==> src/rtl/ps2_pkg.sv <==
`default_nettype none
// +------------------------------------------------------------------+
// | ps2_pkg : shared constants, frame states and key-word field map |
// | Rev 1.0                                                          |
// +------------------------------------------------------------------+
package ps2_pkg;

  localparam logic [7:0] PS2_EXT   = 8'hE0;
  localparam logic [7:0] PS2_REL   = 8'hF0;
  localparam logic [7:0] PS2_PAUSE = 8'hE1;

  // Keyboard status/acknowledge bytes that carry no key meaning on their own
  localparam logic [7:0] PS2_BAT_OK = 8'hAA;
  localparam logic [7:0] PS2_ACK    = 8'hFA;
  localparam logic [7:0] PS2_ECHO   = 8'hEE;
  localparam logic [7:0] PS2_RESEND = 8'hFE;
  localparam logic [7:0] PS2_ERR0   = 8'h00;
  localparam logic [7:0] PS2_ERR1   = 8'hFF;

  localparam logic [2:0] PAUSE_SKIP = 3'd7;

  localparam int KEY_TOGGLE  = 10;
  localparam int KEY_PRESSED = 9;
  localparam int KEY_EXT     = 8;

  typedef enum logic [1:0] {
    ST_IDLE   = 2'd0,
    ST_SHIFT  = 2'd1,
    ST_PARITY = 2'd2,
    ST_STOP   = 2'd3
  } frame_state_t;

  function automatic logic is_ignored_byte(input logic [7:0] b);
    return (b == PS2_BAT_OK) || (b == PS2_ACK) || (b == PS2_ECHO) ||
           (b == PS2_RESEND) || (b == PS2_ERR0) || (b == PS2_ERR1);
  endfunction

endpackage
`default_nettype wire

==> src/rtl/ps2_rx_keyevent_if.sv <==
`default_nettype none
// +------------------------------------------------------------------+
// | ps2_rx_keyevent_if : key-event and raw byte outputs             |
// | Rev 1.0                                                          |
// +------------------------------------------------------------------+
interface ps2_rx_keyevent_if;
  logic [10:0] ps2_key;
  logic        byte_valid;
  logic [7:0]  byte_data;
  logic        frame_err;

  modport master (output ps2_key, byte_valid, byte_data, frame_err);
  modport slave  (input  ps2_key, byte_valid, byte_data, frame_err);
endinterface
`default_nettype wire

==> src/rtl/ps2_line_filter.sv <==
`default_nettype none
// +------------------------------------------------------------------+
// | ps2_line_filter : 2-FF synchroniser, debouncer, falling edge     |
// | Rev 1.0                                                          |
// +------------------------------------------------------------------+
module ps2_line_filter #(
  parameter int FILTER_LEN = 8
) (
  input  logic clk_sys,
  input  logic reset,
  input  logic pin,
  output logic level,
  output logic fall
);
  localparam int CW = $clog2(FILTER_LEN + 1);

  logic [1:0]    sync;
  logic [CW-1:0] cnt;

  // Idle PS/2 lines are pulled high, so reset to 1 to avoid a false edge
  always_ff @(posedge clk_sys) begin
    if (reset) begin
      sync  <= 2'b11;
      cnt   <= '0;
      level <= 1'b1;
      fall  <= 1'b0;
    end else begin
      sync <= {sync[0], pin};
      fall <= 1'b0;
      if (sync[1] == level) begin
        cnt <= '0;
      end else if (cnt == CW'(FILTER_LEN - 1)) begin
        cnt   <= '0;
        level <= sync[1];
        fall  <= level & ~sync[1];
      end else begin
        cnt <= cnt + 1'b1;
      end
    end
  end
endmodule
`default_nettype wire

==> src/rtl/ps2_rx_keyevent.sv <==
`default_nettype none
// +------------------------------------------------------------------+
// | ps2_rx_keyevent : PS/2 frame receiver and scancode event decoder |
// | Rev 1.0                                                          |
// +------------------------------------------------------------------+
module ps2_rx_keyevent
  import ps2_pkg::*;
#(
  parameter int FILTER_LEN  = 8,
  parameter int TIMEOUT_CYC = 50000
) (
  input  logic              clk_sys,
  input  logic              reset,
  input  logic              ps2_clk,
  input  logic              ps2_data,
  ps2_rx_keyevent_if.master evt
);
  localparam int TW = $clog2(TIMEOUT_CYC + 1);

  logic clk_fall, clk_level_unused, data_level, data_fall_unused;

  ps2_line_filter #(.FILTER_LEN(FILTER_LEN)) u_clk_filt (
    .clk_sys(clk_sys), .reset(reset), .pin(ps2_clk),
    .level(clk_level_unused), .fall(clk_fall)
  );

  ps2_line_filter #(.FILTER_LEN(FILTER_LEN)) u_data_filt (
    .clk_sys(clk_sys), .reset(reset), .pin(ps2_data),
    .level(data_level), .fall(data_fall_unused)
  );

  frame_state_t  state;
  logic [2:0]    bit_cnt;
  logic [7:0]    shreg;
  logic          par_bit;
  logic [TW-1:0] tcnt;
  logic          byte_valid, frame_err;
  logic [7:0]    byte_data;
  logic          timeout;

  assign timeout = (state != ST_IDLE) && (tcnt == TW'(TIMEOUT_CYC));

  always_ff @(posedge clk_sys) begin
    if (reset) begin
      state      <= ST_IDLE;
      bit_cnt    <= 3'd0;
      shreg      <= 8'h00;
      par_bit    <= 1'b0;
      tcnt       <= '0;
      byte_valid <= 1'b0;
      byte_data  <= 8'h00;
      frame_err  <= 1'b0;
    end else begin
      byte_valid <= 1'b0;
      frame_err  <= 1'b0;
      if (state == ST_IDLE || clk_fall) tcnt <= '0;
      else                              tcnt <= tcnt + 1'b1;
      // Timeout takes priority: a coincident fall is dropped, not taken as a start bit
      if (timeout) begin
        state     <= ST_IDLE;
        frame_err <= 1'b1;
        tcnt      <= '0;
      end else if (clk_fall) begin
        case (state)
          ST_IDLE: begin
            if (!data_level) begin
              state   <= ST_SHIFT;
              bit_cnt <= 3'd0;
            end
          end
          ST_SHIFT: begin
            shreg   <= {data_level, shreg[7:1]};
            bit_cnt <= bit_cnt + 3'd1;
            if (bit_cnt == 3'd7) state <= ST_PARITY;
          end
          ST_PARITY: begin
            par_bit <= data_level;
            state   <= ST_STOP;
          end
          ST_STOP: begin
            state <= ST_IDLE;
            if (data_level && ((^shreg) ^ par_bit)) begin
              byte_valid <= 1'b1;
              byte_data  <= shreg;
            end else begin
              frame_err <= 1'b1;
            end
          end
          default: state <= ST_IDLE;
        endcase
      end
    end
  end

  logic        ext, rel;
  logic [2:0]  skip;
  logic [10:0] ps2_key;

  always_ff @(posedge clk_sys) begin
    if (reset) begin
      ext     <= 1'b0;
      rel     <= 1'b0;
      skip    <= 3'd0;
      ps2_key <= 11'd0;
    end else if (frame_err) begin
      ext <= 1'b0;
      rel <= 1'b0;
    end else if (byte_valid) begin
      if (skip != 3'd0) begin
        skip <= skip - 3'd1;
      end else if (byte_data == PS2_PAUSE) begin
        skip <= PAUSE_SKIP;
      end else if (byte_data == PS2_EXT) begin
        ext <= 1'b1;
      end else if (byte_data == PS2_REL) begin
        rel <= 1'b1;
      end else if (ext || rel || !is_ignored_byte(byte_data)) begin
        ps2_key <= {~ps2_key[KEY_TOGGLE], ~rel, ext, byte_data};
        ext     <= 1'b0;
        rel     <= 1'b0;
      end
    end
  end

  assign evt.ps2_key    = ps2_key;
  assign evt.byte_valid = byte_valid;
  assign evt.byte_data  = byte_data;
  assign evt.frame_err  = frame_err;
endmodule
`default_nettype wire

==> src/flat_wrapper.sv <==
// flat-port wrapper written by rule: the top's interface ports become plain ports
module ps2_rx_keyevent_flat import ps2_pkg::*;
#(
  parameter int FILTER_LEN  = 8,
  parameter int TIMEOUT_CYC = 50000
)
  (clk_sys, reset, ps2_clk, ps2_data, evt_ps2_key, evt_byte_valid, evt_byte_data, evt_frame_err);
  ps2_rx_keyevent_if evt_i ();
  input  logic clk_sys;
  input  logic reset;
  input  logic ps2_clk;
  input  logic ps2_data;
  output wire logic [$bits(evt_i.ps2_key)-1:0] evt_ps2_key;
  output wire logic [$bits(evt_i.byte_valid)-1:0] evt_byte_valid;
  output wire logic [$bits(evt_i.byte_data)-1:0] evt_byte_data;
  output wire logic [$bits(evt_i.frame_err)-1:0] evt_frame_err;
  assign evt_ps2_key = evt_i.ps2_key;
  assign evt_byte_valid = evt_i.byte_valid;
  assign evt_byte_data = evt_i.byte_data;
  assign evt_frame_err = evt_i.frame_err;
  ps2_rx_keyevent #(.FILTER_LEN(FILTER_LEN), .TIMEOUT_CYC(TIMEOUT_CYC)) u_core (.clk_sys(clk_sys), .reset(reset), .ps2_clk(ps2_clk), .ps2_data(ps2_data), .evt(evt_i));
endmodule
==> config.mk <==
export PLATFORM = sky130hd
export DESIGN_NAME = ps2_rx_keyevent_flat
export DESIGN_NICKNAME = d
export VERILOG_FILES = /design/src/rtl/ps2_pkg.sv /design/src/rtl/ps2_rx_keyevent_if.sv /design/src/rtl/ps2_line_filter.sv /design/src/rtl/ps2_rx_keyevent.sv /design/src/flat_wrapper.sv
export SDC_FILE = /design/constraint.sdc
export NUM_CORES = 1
export LEC_CHECK = 0
export CORE_MARGIN = 5
export CORE_UTILIZATION = 50
export CTS_CLUSTER_SIZE = 25
export DETAILED_ROUTE_END_ITERATION = 16
export PLACE_DENSITY = 0.7
export REMOVE_ABC_BUFFERS = 1
export SYNTH_ARGS = -nofsm -noshare
export SYNTH_HDL_FRONTEND = slang
export SYNTH_SLANG_ARGS = --single-unit
export TNS_END_PERCENT = 100
==> constraint.sdc <==
create_clock -name clk_sys -period 2.7 [get_ports clk_sys]
set_clock_uncertainty 0.2 [all_clocks]
set_input_delay 0.27 -clock clk_sys [delete_from_list [all_inputs] [get_ports clk_sys]]
set_output_delay 0.27 -clock clk_sys [all_outputs]
set_load 0.02 [all_outputs]
==> out/results.ini <==
[run_status]
status=finished clean

[clock_network]
cts_tree=yes
post-cts-setup-buffers=0
clock_path_buffers=2
cts_resized=0
cts.htree.levels=3
numCtsBuffers=9
hold_buffers=0
numClockSinks=71
clk_pin_slew_ns=0.07
clock_latency_ns=0.34
cts_root_buf=clkbuf_8

[job]
cap_violations=0

[layout]
multiInputGateArea_um2=1620
register_area_um2=1420
fillers=538
mostFrequentLayoutCell=dfxtp_1
area_delta_synth_final_pct=16.6
n_antenna_cell=0
layout_common_cells=dfxtp_1 (71), nor2_1 (45), nand2_1 (39), mux2i_1 (28), clkdlybuf4s50_1 (24)
fin_nets=379
drive_gt1_share_pct=7.90

[global_routing]
gr-usage-all-layers_pct=15.9
antenna_found_initial=0
grt_overflow=0
grt_pass1_wl_um=9780
grt_pass1_vias=2240
grt_max_degree=30

[die]
core-area_um2=6240
die_h_um=89.4
dieWidth_um=89.4
dieArea_um2=7990
io_pins=25
initial_core_util_pct=50.5
rows=29

[route]
via_count=2311
wl_per_cell_um=12.7
drt-total-wl_um=5660
avgViaCountPerCell=5.20
initialDrtViolationCount=64
ant_nets=0
drt_pass1_iterations=4
drc=0

[critical_path]
path_class=flop to flop
cp.required_ns=2.73
worstPathArrival_ns=2.36
endpoint_kind=flop
cp-start-kind=flop
cp_max_fo=8

[sta]
slew_violations=0
rsz0062_at_grt=no
setup-tns-final_ns=0
worst_slack_ns=0.368
maxSlewHeadroom_pct=64.8
setup_violations=0
tightest_slew_ns=0.526
post-route-min-period_ns=2.33
timing.fmax_mhz=429
finalCritPeriodShare_pct=86.4
hold_viol_final=0

[synthesis]
synth_flop_cell=dfxtp_1
avgSynthCellArea_um2=9.35
synth_cell_type_count=47
ys_warn_count=0
yosysSeqAreaShare_pct=45.1
synth_edf_count=0
ys_async_sr_fraction_pct=0
synth_cells=337
syn-cell-area_um2=3150
ys_seq_elements=71

[power]
power_density_nw_per_um2=545
vdd_drop_max_mv=0.355
p_leak_uw=0.00140

[placed_design]
dp_hpwl_um=4030
port_buffers=24
post-place-ws_ns=0.395
gp_congestion=0.792

[hold_path]
hold_path_class=flop to flop

power by group:
group          leakage (uW)  switching, uW  internal [uW]
clock network      0.000105            403            521
registers          0.000573           1.34           1050
logic              0.000717           18.8           9.64
flip-flops by register name (all words and copies together), names as in the netlist:
register	cells
u_core.bit_cnt	3
u_core.evt.byte_data	8
u_core.evt.byte_valid	1
u_core.evt.frame_err	1
u_core.evt.ps2_key	11
u_core.ext	1
u_core.par_bit	1
u_core.rel	1
u_core.shreg	8
u_core.skip	3
u_core.state	2
u_core.tcnt	16
u_core.u_clk_filt.cnt	4
u_core.u_clk_filt.fall	1
u_core.u_clk_filt.level	1
u_core.u_clk_filt.sync	2
u_core.u_data_filt.cnt	4
u_core.u_data_filt.level	1
u_core.u_data_filt.sync	2
cells in the mapped netlist (all sizes together) (2+ instances only):
cell type,count,share of area [%]
and2,3,0.60
nor4bb,2,0.64
nor4,3,0.60
or4,3,0.71
buf,2,0.52
clkbuf,11,1.3
or2,5,0.99
nand4,6,1.2
nand2,39,4.6
o211ai,2,0.48
xnor2,15,4.2
mux2i,28,8.9
nor3,13,2.6
nor2,46,5.6
nor2b,4,0.79
a311oi,2,0.56
xor2,10,2.8
a21oi,4,0.64
and3,4,0.79
inv,14,1.7
nand3,11,1.7
nand3b,3,0.71
o221a,3,1.1
a211oi,3,0.71
o21ai,4,0.99
dfxtp,71,45
o21bai,2,0.48
ha,13,5.2
final cells by class:
class                           instances  area share (%)
Multi-Input combinational cell        239            44.1
Sequential cell                        71            38.7
Timing Repair Buffer                   27            7.15
Clock buffer                            9            3.37
Clock inverter                          7            2.66
Tap cell                               77            2.62
Inverter                               14            1.43
critical path: stages (launching register included):
cell      delay (ns)
dfxtp_1         0.31
inv_1           0.09
ha_1            0.21
nand3b_1        0.16
a311oi_1        0.39
o21ai_4         0.15
nor2_2          0.34
mux2_1          0.36
worst paths after layout:
path                                               from                                    end  slack (ns)  cells past startpoint
hold reg to reg   u_core.u_data_filt.sync[0]$_SDFF_PP1_  u_core.u_data_filt.sync[1]$_SDFF_PP1_        0.21                      1
setup reg to reg            u_core.skip[0]$_SDFFE_PP0P_    u_core.evt.ps2_key[10]$_SDFFE_PP0P_        0.37                      7
setup / recovery            u_core.skip[0]$_SDFFE_PP0P_    u_core.evt.ps2_key[10]$_SDFFE_PP0P_        0.37                      7
hold / removal    u_core.u_data_filt.sync[0]$_SDFF_PP1_  u_core.u_data_filt.sync[1]$_SDFF_PP1_        0.21                      1
per-layer routing:
layer / routed length [um] / vias up / GRT usage [%] / share of wire (%)
met5: 0 / - / 0 / 0
met1: 2640 / 1059 / 18.2 / 47
met4: 128 / 0 / 8.53 / 2.3
met2: 2610 / 39 / 27.1 / 46
li1: - / 1201 / - / -
met3: 274 / 12 / 4.15 / 4.8
kinds of logic (layout without fill, tap and decap cells):
| family | after synthesis | count (layout) | synth area share, % |
|---|---|---|---|
| and+or+nand+nor | 146 | 146 | 22.7 |
| buffers and inverters | 27 | 57 | 3.49 |
| adders and majority gates | 13 | 13 | 5.16 |
| DFF | 71 | 71 | 45.1 |
| xor gates and xnor gates | 26 | 26 | 7.66 |
| muxes | 29 | 29 | 9.25 |
| AOI/OAI and AO/OA | 25 | 25 | 6.59 |
through the flow:
stage	utilization (%)	power (uW)	hold WS, ns	cells	cell area [um2]
final	58.9	2000	0.210	444	3670
after global routing	58.9	2090	0.226	444	3670
after CTS	58.9	2030	0.211	444	3670
after global placement	55.3	1100	0.192	428	3450
after detailed placement	55.3	1100	0.194	428	3450
after floorplan	-	1090	0.139	324	3090
(Power assumes the default switching activity.)
